File: src/rtl/riscv_mmu_arbiter_pkg.sv
// Shared types for the fetch/data MMU request arbiter: FSM state, owner and
// the captured virtual-request payload.
package riscv_mmu_arbiter_pkg;

    localparam int unsigned MMU_XLEN = 64;

    typedef enum logic {
        ARB_IDLE = 1'b0,
        ARB_BUSY = 1'b1
    } arb_state_t;

    typedef enum logic {
        OWN_I = 1'b0,
        OWN_D = 1'b1
    } arb_owner_t;

    typedef struct packed {
        logic [MMU_XLEN-1:0] adr;
        logic [2:0]          size;
        logic                lock;
        logic [2:0]          prot;
        logic                we;
        logic [MMU_XLEN-1:0] d;
    } mmu_vreq_t;

endpackage

File: src/rtl/riscv_mmu_arbiter_if.sv
// Requester and MMU-side signals of the arbiter; slave is the arbiter's view,
// master is the view of the surrounding fetch/LSU/MMU logic.
interface riscv_mmu_arbiter_if #(
    parameter int unsigned XLEN = 64
);
    logic            ireq_i,  dreq_i;
    logic [XLEN-1:0] iadr_i,  dadr_i;
    logic [2:0]      isize_i, dsize_i;
    logic            ilock_i, dlock_i;
    logic [2:0]      iprot_i, dprot_i;
    logic            iwe_i,   dwe_i;
    logic [XLEN-1:0] id_i,    dd_i;
    logic [XLEN-1:0] iq_o,    dq_o;
    logic            iack_o,  dack_o;
    logic            ierr_o,  derr_o;

    logic            vreq_o;
    logic [XLEN-1:0] vadr_o;
    logic [2:0]      vsize_o;
    logic            vlock_o;
    logic [2:0]      vprot_o;
    logic            vwe_o;
    logic [XLEN-1:0] vd_o;
    logic [XLEN-1:0] vq_i;
    logic            vack_i;
    logic            vclr_o;

    modport slave (
        input  ireq_i, iadr_i, isize_i, ilock_i, iprot_i, iwe_i, id_i,
        input  dreq_i, dadr_i, dsize_i, dlock_i, dprot_i, dwe_i, dd_i,
        output iq_o, iack_o, ierr_o, dq_o, dack_o, derr_o,
        output vreq_o, vadr_o, vsize_o, vlock_o, vprot_o, vwe_o, vd_o, vclr_o,
        input  vq_i, vack_i
    );

    modport master (
        output ireq_i, iadr_i, isize_i, ilock_i, iprot_i, iwe_i, id_i,
        output dreq_i, dadr_i, dsize_i, dlock_i, dprot_i, dwe_i, dd_i,
        input  iq_o, iack_o, ierr_o, dq_o, dack_o, derr_o,
        input  vreq_o, vadr_o, vsize_o, vlock_o, vprot_o, vwe_o, vd_o, vclr_o,
        output vq_i, vack_i
    );

endinterface

File: src/rtl/riscv_arb_rr2.sv
// Two-way round-robin picker: the locked, still-requesting owner keeps the
// grant; otherwise a single requester wins and a tie goes to the one not last.
module riscv_arb_rr2
    import riscv_mmu_arbiter_pkg::*;
(
    input  logic       ireq_i,
    input  logic       dreq_i,
    input  logic       ilock_i,
    input  logic       dlock_i,
    input  logic       lock_en_i,
    input  arb_owner_t owner_i,
    input  arb_owner_t last_i,
    output logic       valid_o,
    output arb_owner_t gnt_o
);

    logic hold;

    assign hold = lock_en_i &&
                  ((owner_i == OWN_I) ? (ireq_i && ilock_i) : (dreq_i && dlock_i));

    always_comb begin
        valid_o = 1'b1;
        gnt_o   = owner_i;
        if (!hold) begin
            case ({dreq_i, ireq_i})
                2'b01:   gnt_o = OWN_I;
                2'b10:   gnt_o = OWN_D;
                2'b11:   gnt_o = (last_i == OWN_I) ? OWN_D : OWN_I;
                default: valid_o = 1'b0;
            endcase
        end
    end

endmodule

File: src/rtl/riscv_mmu_arbiter.sv
// Shares the MMU virtual-request port between instruction fetch and data
// access, with lock hold, back-to-back grants, flush abort and a watchdog.
module riscv_mmu_arbiter
    import riscv_mmu_arbiter_pkg::*;
#(
    parameter int unsigned XLEN    = MMU_XLEN,
    parameter int unsigned TIMEOUT = 256,
    parameter int unsigned CNTW    = 9
) (
    input  logic clk_i,
    input  logic rst_i,
    input  logic clr_i,
    riscv_mmu_arbiter_if.slave bus
);

    arb_state_t      state_q;
    arb_owner_t      owner_q;
    arb_owner_t      last_q;
    logic [CNTW-1:0] cnt_q;
    mmu_vreq_t       cap_q;

    mmu_vreq_t       ifields;
    mmu_vreq_t       dfields;
    logic            gnt_valid;
    arb_owner_t      gnt;
    logic            do_grant;
    logic            at_limit;
    logic            timeout_hit;
    logic [XLEN-1:0] rdata;

    always_comb begin
        ifields      = '0;
        ifields.adr  = bus.iadr_i;
        ifields.size = bus.isize_i;
        ifields.lock = bus.ilock_i;
        ifields.prot = bus.iprot_i;
        ifields.we   = bus.iwe_i;
        ifields.d    = bus.id_i;
        dfields      = '0;
        dfields.adr  = bus.dadr_i;
        dfields.size = bus.dsize_i;
        dfields.lock = bus.dlock_i;
        dfields.prot = bus.dprot_i;
        dfields.we   = bus.dwe_i;
        dfields.d    = bus.dd_i;
    end

    // Lock hold only applies on an ack in BUSY; after IDLE the lock is gone.
    riscv_arb_rr2 u_rr2 (
        .ireq_i    (bus.ireq_i),
        .dreq_i    (bus.dreq_i),
        .ilock_i   (bus.ilock_i),
        .dlock_i   (bus.dlock_i),
        .lock_en_i (state_q == ARB_BUSY),
        .owner_i   (owner_q),
        .last_i    (last_q),
        .valid_o   (gnt_valid),
        .gnt_o     (gnt)
    );

    assign do_grant    = gnt_valid && ((state_q == ARB_IDLE) || bus.vack_i);
    assign at_limit    = (TIMEOUT != 0) && (cnt_q == CNTW'(TIMEOUT - 1));
    assign timeout_hit = (state_q == ARB_BUSY) && !bus.vack_i && at_limit && !rst_i;

    always_ff @(posedge clk_i) begin
        if (rst_i) begin
            state_q <= ARB_IDLE;
            owner_q <= OWN_I;
            last_q  <= OWN_I;
            cnt_q   <= '0;
            cap_q   <= '0;
        end else if (clr_i) begin
            state_q <= ARB_IDLE;
            cnt_q   <= '0;
        end else if (do_grant) begin
            state_q <= ARB_BUSY;
            owner_q <= gnt;
            last_q  <= gnt;
            cnt_q   <= '0;
            cap_q   <= (gnt == OWN_D) ? dfields : ifields;
        end else if (state_q == ARB_BUSY) begin
            if (bus.vack_i || timeout_hit) begin
                state_q <= ARB_IDLE;
                cnt_q   <= '0;
            end else begin
                cnt_q <= cnt_q + CNTW'(1);
            end
        end
    end

    assign bus.vreq_o  = (state_q == ARB_BUSY);
    assign bus.vadr_o  = cap_q.adr;
    assign bus.vsize_o = cap_q.size;
    assign bus.vlock_o = cap_q.lock;
    assign bus.vprot_o = cap_q.prot;
    assign bus.vwe_o   = cap_q.we;
    assign bus.vd_o    = cap_q.d;
    assign bus.vclr_o  = clr_i || timeout_hit;

    // Response steering is purely combinational: no added latency.
    assign rdata      = bus.vq_i;
    assign bus.iq_o   = rdata;
    assign bus.dq_o   = rdata;
    assign bus.iack_o = bus.vack_i && (owner_q == OWN_I);
    assign bus.dack_o = bus.vack_i && (owner_q == OWN_D);
    assign bus.ierr_o = timeout_hit && !clr_i && (owner_q == OWN_I);
    assign bus.derr_o = timeout_hit && !clr_i && (owner_q == OWN_D);

endmodule
File: src/flat_wrapper.sv
// flat-port wrapper written by rule: the top's interface ports become plain ports
module riscv_mmu_arbiter_flat import riscv_mmu_arbiter_pkg::*;
#(
    parameter int unsigned XLEN    = MMU_XLEN,
    parameter int unsigned TIMEOUT = 256,
    parameter int unsigned CNTW    = 9
)
  (clk_i, rst_i, clr_i, bus_ireq_i, bus_iadr_i, bus_isize_i, bus_ilock_i, bus_iprot_i, bus_iwe_i, bus_id_i, bus_dreq_i, bus_dadr_i, bus_dsize_i, bus_dlock_i, bus_dprot_i, bus_dwe_i, bus_dd_i, bus_iq_o, bus_iack_o, bus_ierr_o, bus_dq_o, bus_dack_o, bus_derr_o, bus_vreq_o, bus_vadr_o, bus_vsize_o, bus_vlock_o, bus_vprot_o, bus_vwe_o, bus_vd_o, bus_vclr_o, bus_vq_i, bus_vack_i);
  riscv_mmu_arbiter_if #(.XLEN(XLEN)) bus_i ();
  input  logic clk_i;
  input  logic rst_i;
  input  logic clr_i;
  input wire logic [$bits(bus_i.ireq_i)-1:0] bus_ireq_i;
  input wire logic [$bits(bus_i.iadr_i)-1:0] bus_iadr_i;
  input wire logic [$bits(bus_i.isize_i)-1:0] bus_isize_i;
  input wire logic [$bits(bus_i.ilock_i)-1:0] bus_ilock_i;
  input wire logic [$bits(bus_i.iprot_i)-1:0] bus_iprot_i;
  input wire logic [$bits(bus_i.iwe_i)-1:0] bus_iwe_i;
  input wire logic [$bits(bus_i.id_i)-1:0] bus_id_i;
  input wire logic [$bits(bus_i.dreq_i)-1:0] bus_dreq_i;
  input wire logic [$bits(bus_i.dadr_i)-1:0] bus_dadr_i;
  input wire logic [$bits(bus_i.dsize_i)-1:0] bus_dsize_i;
  input wire logic [$bits(bus_i.dlock_i)-1:0] bus_dlock_i;
  input wire logic [$bits(bus_i.dprot_i)-1:0] bus_dprot_i;
  input wire logic [$bits(bus_i.dwe_i)-1:0] bus_dwe_i;
  input wire logic [$bits(bus_i.dd_i)-1:0] bus_dd_i;
  output wire logic [$bits(bus_i.iq_o)-1:0] bus_iq_o;
  output wire logic [$bits(bus_i.iack_o)-1:0] bus_iack_o;
  output wire logic [$bits(bus_i.ierr_o)-1:0] bus_ierr_o;
  output wire logic [$bits(bus_i.dq_o)-1:0] bus_dq_o;
  output wire logic [$bits(bus_i.dack_o)-1:0] bus_dack_o;
  output wire logic [$bits(bus_i.derr_o)-1:0] bus_derr_o;
  output wire logic [$bits(bus_i.vreq_o)-1:0] bus_vreq_o;
  output wire logic [$bits(bus_i.vadr_o)-1:0] bus_vadr_o;
  output wire logic [$bits(bus_i.vsize_o)-1:0] bus_vsize_o;
  output wire logic [$bits(bus_i.vlock_o)-1:0] bus_vlock_o;
  output wire logic [$bits(bus_i.vprot_o)-1:0] bus_vprot_o;
  output wire logic [$bits(bus_i.vwe_o)-1:0] bus_vwe_o;
  output wire logic [$bits(bus_i.vd_o)-1:0] bus_vd_o;
  output wire logic [$bits(bus_i.vclr_o)-1:0] bus_vclr_o;
  input wire logic [$bits(bus_i.vq_i)-1:0] bus_vq_i;
  input wire logic [$bits(bus_i.vack_i)-1:0] bus_vack_i;
  assign bus_i.ireq_i = bus_ireq_i;
  assign bus_i.iadr_i = bus_iadr_i;
  assign bus_i.isize_i = bus_isize_i;
  assign bus_i.ilock_i = bus_ilock_i;
  assign bus_i.iprot_i = bus_iprot_i;
  assign bus_i.iwe_i = bus_iwe_i;
  assign bus_i.id_i = bus_id_i;
  assign bus_i.dreq_i = bus_dreq_i;
  assign bus_i.dadr_i = bus_dadr_i;
  assign bus_i.dsize_i = bus_dsize_i;
  assign bus_i.dlock_i = bus_dlock_i;
  assign bus_i.dprot_i = bus_dprot_i;
  assign bus_i.dwe_i = bus_dwe_i;
  assign bus_i.dd_i = bus_dd_i;
  assign bus_iq_o = bus_i.iq_o;
  assign bus_iack_o = bus_i.iack_o;
  assign bus_ierr_o = bus_i.ierr_o;
  assign bus_dq_o = bus_i.dq_o;
  assign bus_dack_o = bus_i.dack_o;
  assign bus_derr_o = bus_i.derr_o;
  assign bus_vreq_o = bus_i.vreq_o;
  assign bus_vadr_o = bus_i.vadr_o;
  assign bus_vsize_o = bus_i.vsize_o;
  assign bus_vlock_o = bus_i.vlock_o;
  assign bus_vprot_o = bus_i.vprot_o;
  assign bus_vwe_o = bus_i.vwe_o;
  assign bus_vd_o = bus_i.vd_o;
  assign bus_vclr_o = bus_i.vclr_o;
  assign bus_i.vq_i = bus_vq_i;
  assign bus_i.vack_i = bus_vack_i;
  riscv_mmu_arbiter #(.XLEN(XLEN), .TIMEOUT(TIMEOUT), .CNTW(CNTW)) u_core (.clk_i(clk_i), .rst_i(rst_i), .clr_i(clr_i), .bus(bus_i));
endmodule
File: config.mk
export PLATFORM = sky130hd
export DESIGN_NAME = riscv_mmu_arbiter_flat
export DESIGN_NICKNAME = d
export VERILOG_FILES = /design/src/rtl/riscv_mmu_arbiter_pkg.sv /design/src/rtl/riscv_mmu_arbiter_if.sv /design/src/rtl/riscv_arb_rr2.sv /design/src/rtl/riscv_mmu_arbiter.sv /design/src/flat_wrapper.sv
export SDC_FILE = /design/constraint.sdc
export NUM_CORES = 1
export LEC_CHECK = 0
export CAP_MARGIN = 20
export CORE_AREA = 5 5 238 240
export CTS_BUF_LIST = sky130_fd_sc_hd__clkbuf_16
export DETAILED_ROUTE_END_ITERATION = 10
export DIE_AREA = 0 0 243 245
export PLACE_DENSITY = 0.46
export SLEW_MARGIN = 20
export SYNTH_ARGS = -nofsm -noshare
export SYNTH_HDL_FRONTEND = slang
export SYNTH_SLANG_ARGS = --single-unit
File: constraint.sdc
create_clock -name clk_i -period 4.3 [get_ports clk_i]
set_input_delay 0.645 -clock clk_i [delete_from_list [all_inputs] [get_ports clk_i]]
set_output_delay 0.645 -clock clk_i [all_outputs]
set_load 0.01 [all_outputs]
After elaboration in Yosys (flattened, before gate mapping):

Index checks and enable logic that the tools add are counted.

* add/subtract/negate cells: 1
* eq/ne operators: 4
* multiplexer cells: 11
* bitwise gates (word level): 3
* reductions and logical operators: 22

Operator list (number)
* $mux W136: 1
* $logic_and A1 B1 Y1: 12
* $add A9 B1 Y9 const B: 1
* $eq A9 B8 Y1 const B: 1
* $mux W9: 1
* $mux W1: 8
* $reduce_or A3 Y1: 2
* $eq A2 B2 Y1 const B: 2
* $logic_not A1 Y1: 3
* $logic_or A1 B1 Y1: 3
* $not A1 Y1: 3
* $pmux W1 S3: 1
* $eq A2 B1 Y1 const B: 1
* $reduce_and A2 Y1: 1
* $reduce_or A2 Y1: 1

* flip-flop bits (word level): 147
* bits of input ports: 342
* output and inout port bits: 270
* logic and storage cells: 50

Longest topological paths before layout:

* depth in word-level cells: 8
* mapped depth: 10
* mapped depth without buffers: 9

By module:

A second synthesis with hierarchy kept.

* cell total of the unflattened synthesis: 816
* area, all modules: 7539.7 µm²

Modules (own cells, without submodules)
* riscv_mmu_arbiter: times used 1, cells an instance 809, area each 7489.7 µm², sequential area each 2942.8 µm²
* riscv_arb_rr2: times used 1, cells an instance 7, area each 50.0 µm², sequential area each 0.0 µm²

Least setup slack after synthesis:

No wires, ideal clock.

* path kind: register to output
* start point: register u_core.cnt_q[0]
* end point: output bus_vclr_o
* data arrival time: 1.661 ns
* data required time: 3.655 ns
* setup slack: 1.994 ns
* stages on the path, launching flop included: 8
* path buffers: 0
* cell sequence: dfxtp_1 > ha_1 > and3_1 > and3_1 > and3_1 > ha_1 > nor2b_1 > a21o_1

* cells in the longest elaborated chain, start to end: 4

RTL lines
* start, declared: line riscv_mmu_arbiter.sv:19 `logic [CNTW-1:0] cnt_q;`
* start signal, assigned: line riscv_mmu_arbiter.sv:86 `cnt_q <= cnt_q + CNTW'(1);`
* $eq A9 B8 Y1: line riscv_mmu_arbiter.sv:62 `assign at_limit = (TIMEOUT != 0) && (cnt_q == CNTW'(TIMEOUT - 1));`
* $logic_and A1 B1 Y1 (2 in a row): line riscv_mmu_arbiter.sv:63 `assign timeout_hit = (state_q == ARB_BUSY) && !bus.vack_i && at_limit && !rst_i;`
* $logic_or A1 B1 Y1: line riscv_mmu_arbiter.sv:98 `assign bus.vclr_o = clr_i || timeout_hit;`
* end, declared: line flat_wrapper.sv:40 `output wire logic [$bits(bus_i.vclr_o)-1:0] bus_vclr_o;`

Every way passes these cells.

Final worst setup path:

Ends and elaborated chain as after synthesis.

==> results.toml <==
[setup_path]
end_kind = "output pin"
path_max_fanout = 5
crit_type = "register to output pin"
arrival_ns = 2.82
worst_setup_path_start_kind = "register"
critPathRequiredTime_ns = 3.65

[detailed_routing]
drtIter0Drc = 215
drt_first_pass_iters = 4
routed_wl_um = 33500
drtAntennaViolNets = 0
vias = 7571
routedWlPerCell_um = 17.5
drc = 0
vias_per_cell = 3.95

[synthesis]
postSynthAreaPerCell_sq_um = 7.79
synth-edff-count = 0
synth_warnings = 0
ys_seq_elements = 147
yosysUniqueCellTypes = 38
syn_area_sq_um = 7470
synth-seq-area-share = 0.394
synth_fp_nets = 1303
synth_top_area_cell = "dfxtp_1"
synthArstFlopShare = 0
synth_top_area_frac = 0.394
yosys_most_used_dff = "dfxtp_1"
synthCells = 959
synthTopCellsByArea = "dfxtp_1 (39%), a311oi_1 (16%), buf_4 (15%)"

[power]
internal-power_w = 0.00305
power_density_nw_per_um2 = 358
switching_share = 0.285
leakage_nw = 4.29
p_comb_frac = 0.235
switchingPower_w = 0.00122
finalPower_w = 0.00427
ir_worst_vdd_uv = 301
p_clk_frac = 0.405
sequentialPowerShare = 0.360

[finish]
synthToLayoutAreaGrowth_pct = 60.0
antennaDiodeCount = 0
nets = 1543
fillers = 6018
layout-drive-gt1-share = 0.0388

[placed_design]
io_buffers = 419
dpl.hpwl_um = 25200
place_congestion = 0.731

[timing]
drv_slew = 0
min_period_ns = 3.47
finalSetupViolCount = 0
worst_slew_pin_slew_ns = 0.875
setup_tns_ns = 0
fin_crit_sh = 0.806
fin_skew_ns = 0.00819
clock.fmax_ghz = 0.289
slew_headroom = 0.417
final_hold_viol_count = 0
rsz0062_at_grt = "no"

[clock_network]
cts_tree = "done"
cts.clk_slew.worst_paths_ns = 0.07
clk_path_buf_depth = 2
clk_latency_ns = 0.47
post_cts_buffers = 0
ctsResizeCount = 0
cts-htree-levels = 4
clkSinkCount = 147
numCtsBuffers = 17
holdBufCountCts = 0
cts_root_buffer = "clkbuf_16"

[global_routing]
met2_usage = 0.194
grt_max_degree = 155
busiest_layer = "met2"
met3_usage = 0.0553
grt_pass1_wl_um = 49400
antenna_found_initial = 1
globalRouteOverflowTotal = 0
met1_usage = 0.110
grt_pass1_vias = 7786
grt.total_usage = 0.110

[outcome]
status = "complete, no violations"

[floorplanning]
placementRows = 86
core_area_sq_um = 54400
io_pins = 612
dieArea_sq_um = 59500
die_h_um = 245
start_util = 0.137
fp.dieW_um = 243

[run]
max_cap_viol_count = 0

[min_path]
min_path_type = "register to register"
==> power groups by stage <==
stage	clock network, W	logic [W]	registers (W)
floorplan	0	0.000497	0.00161
global placement	0	0.00101	0.00156
detailed placement	0	0.00102	0.00157
CTS	0.00182	0.00102	0.00154
global route	0.00188	0.00109	0.00155
finish	0.00173	0.00100	0.00154
==> registers in the layout, indices dropped and copies added, names as in the netlist <==
name / cells
u_core.bus.vadr_o: 64
u_core.bus.vd_o: 64
u_core.bus.vlock_o: 1
u_core.bus.vprot_o: 3
u_core.bus.vreq_o: 1
u_core.bus.vsize_o: 3
u_core.bus.vwe_o: 1
u_core.cnt_q: 9
u_core.owner_q: 1
==> per-layer routing <==
| layer | share of wire | vias to the layer above | wire, um |
|---|---|---|---|
| met3 | 0.10 | 59 | 3520 |
| li1 | - | 3637 | - |
| met5 | 0.00039 | - | 13 |
| met4 | 0.030 | 2 | 1010 |
| met1 | 0.36 | 3453 | 12100 |
| met2 | 0.50 | 420 | 16900 |
==> layout by cell type, fill, tap and decap left out, types with 2 or more instances in the layout <==
master	count
nor2_1	142
a311oi_1	136
a21oi_1	5
clkbuf_16	17
inv_1	3
o21bai_1	2
inv_6	4
clkinvlp_4	2
clkinv_2	2
nand3b_1	2
clkdlybuf4s50_1	418
and3_1	3
buf_4	4
o31ai_1	2
clkinv_4	2
o211a_1	2
bufinv_16	5
buf_12	5
nand2_1	278
nand3_1	2
nor2b_1	6
dfxtp_1	147
ha_1	2
==> synthesized netlist by cell type, types with 2 or more instances <==
cell type  count
nor2b_1        6
o211a_1        2
nor2_1       142
o21bai_1       2
nand2_1      278
and3_1         3
ha_1           2
nand3b_1       2
nand3_1        2
buf_2         40
inv_1          3
a311oi_1     136
dfxtp_1      147
buf_4        150
a21oi_1        5
o31ai_1        2
clkbuf_1      16
==> path summary, 6_finish.rpt <==
| path | start | slack (ns) | end | depth (start not counted) |
|---|---|---|---|---|
| max | u_core.cnt_q[0] | 0.83 | bus_vclr_o | 8 |
| min | u_core.cnt_q[4] | 0.48 | u_core.cnt_q[4] | 2 |
| max reg2reg | u_core.cnt_q[0] | 1.76 | u_core.cnt_q[7] | 9 |
| min reg2reg | u_core.cnt_q[4] | 0.48 | u_core.cnt_q[4] | 2 |
==> area by class of cell <==
class	instances	area, sq um	share of cell area
Clock buffer	17	425	0.0356
Multi-Input combinational cell	603	3140	0.263
Inverter	3	11.3	0.000943
Sequential cell	147	2940	0.246
Clock inverter	15	228	0.0191
Tap cell	704	881	0.0737
Timing Repair Buffer	427	4310	0.361
==> worst max-delay path, cell delays in order (launching register included) <==
cell and delay (ns):
dfxtp_1 0.38, ha_1 0.20, and3_1 0.20, and3_1 0.21
and3_1 0.18, ha_1 0.19, nor2b_1 0.30, a21o_1 0.16
clkdlybuf4s50_1 0.53
==> per-stage QoR <==
step | utilization | instance area (sq um) | hold slack, ns | instances | worst slack (ns)
after floorplan | - | 7470 | 0.448 | 959 | 1.99
after global placement | 0.207 | 11300 | 0.478 | 1884 | 1.03
after detailed placement | 0.207 | 11300 | 0.474 | 1884 | 1.02
after CTS | 0.219 | 11900 | 0.427 | 1916 | 0.755
after global routing | 0.219 | 11900 | 0.475 | 1916 | 0.609
final | 0.219 | 11900 | 0.482 | 1916 | 0.835
==> cell families (layout without fill, tap and decap cells) <==
| logic type | count (synthesis) | count (layout) | synth area share |
|---|---|---|---|
| simple gates | 441 | 441 | 0.230 |
| buf+inv | 209 | 462 | 0.187 |
| compound gates | 158 | 158 | 0.183 |
| flops | 147 | 147 | 0.394 |
| fa+ha+maj | 2 | 2 | 0.00335 |
| mux | 2 | 2 | 0.00285 |
(Power assumes the default switching activity.)
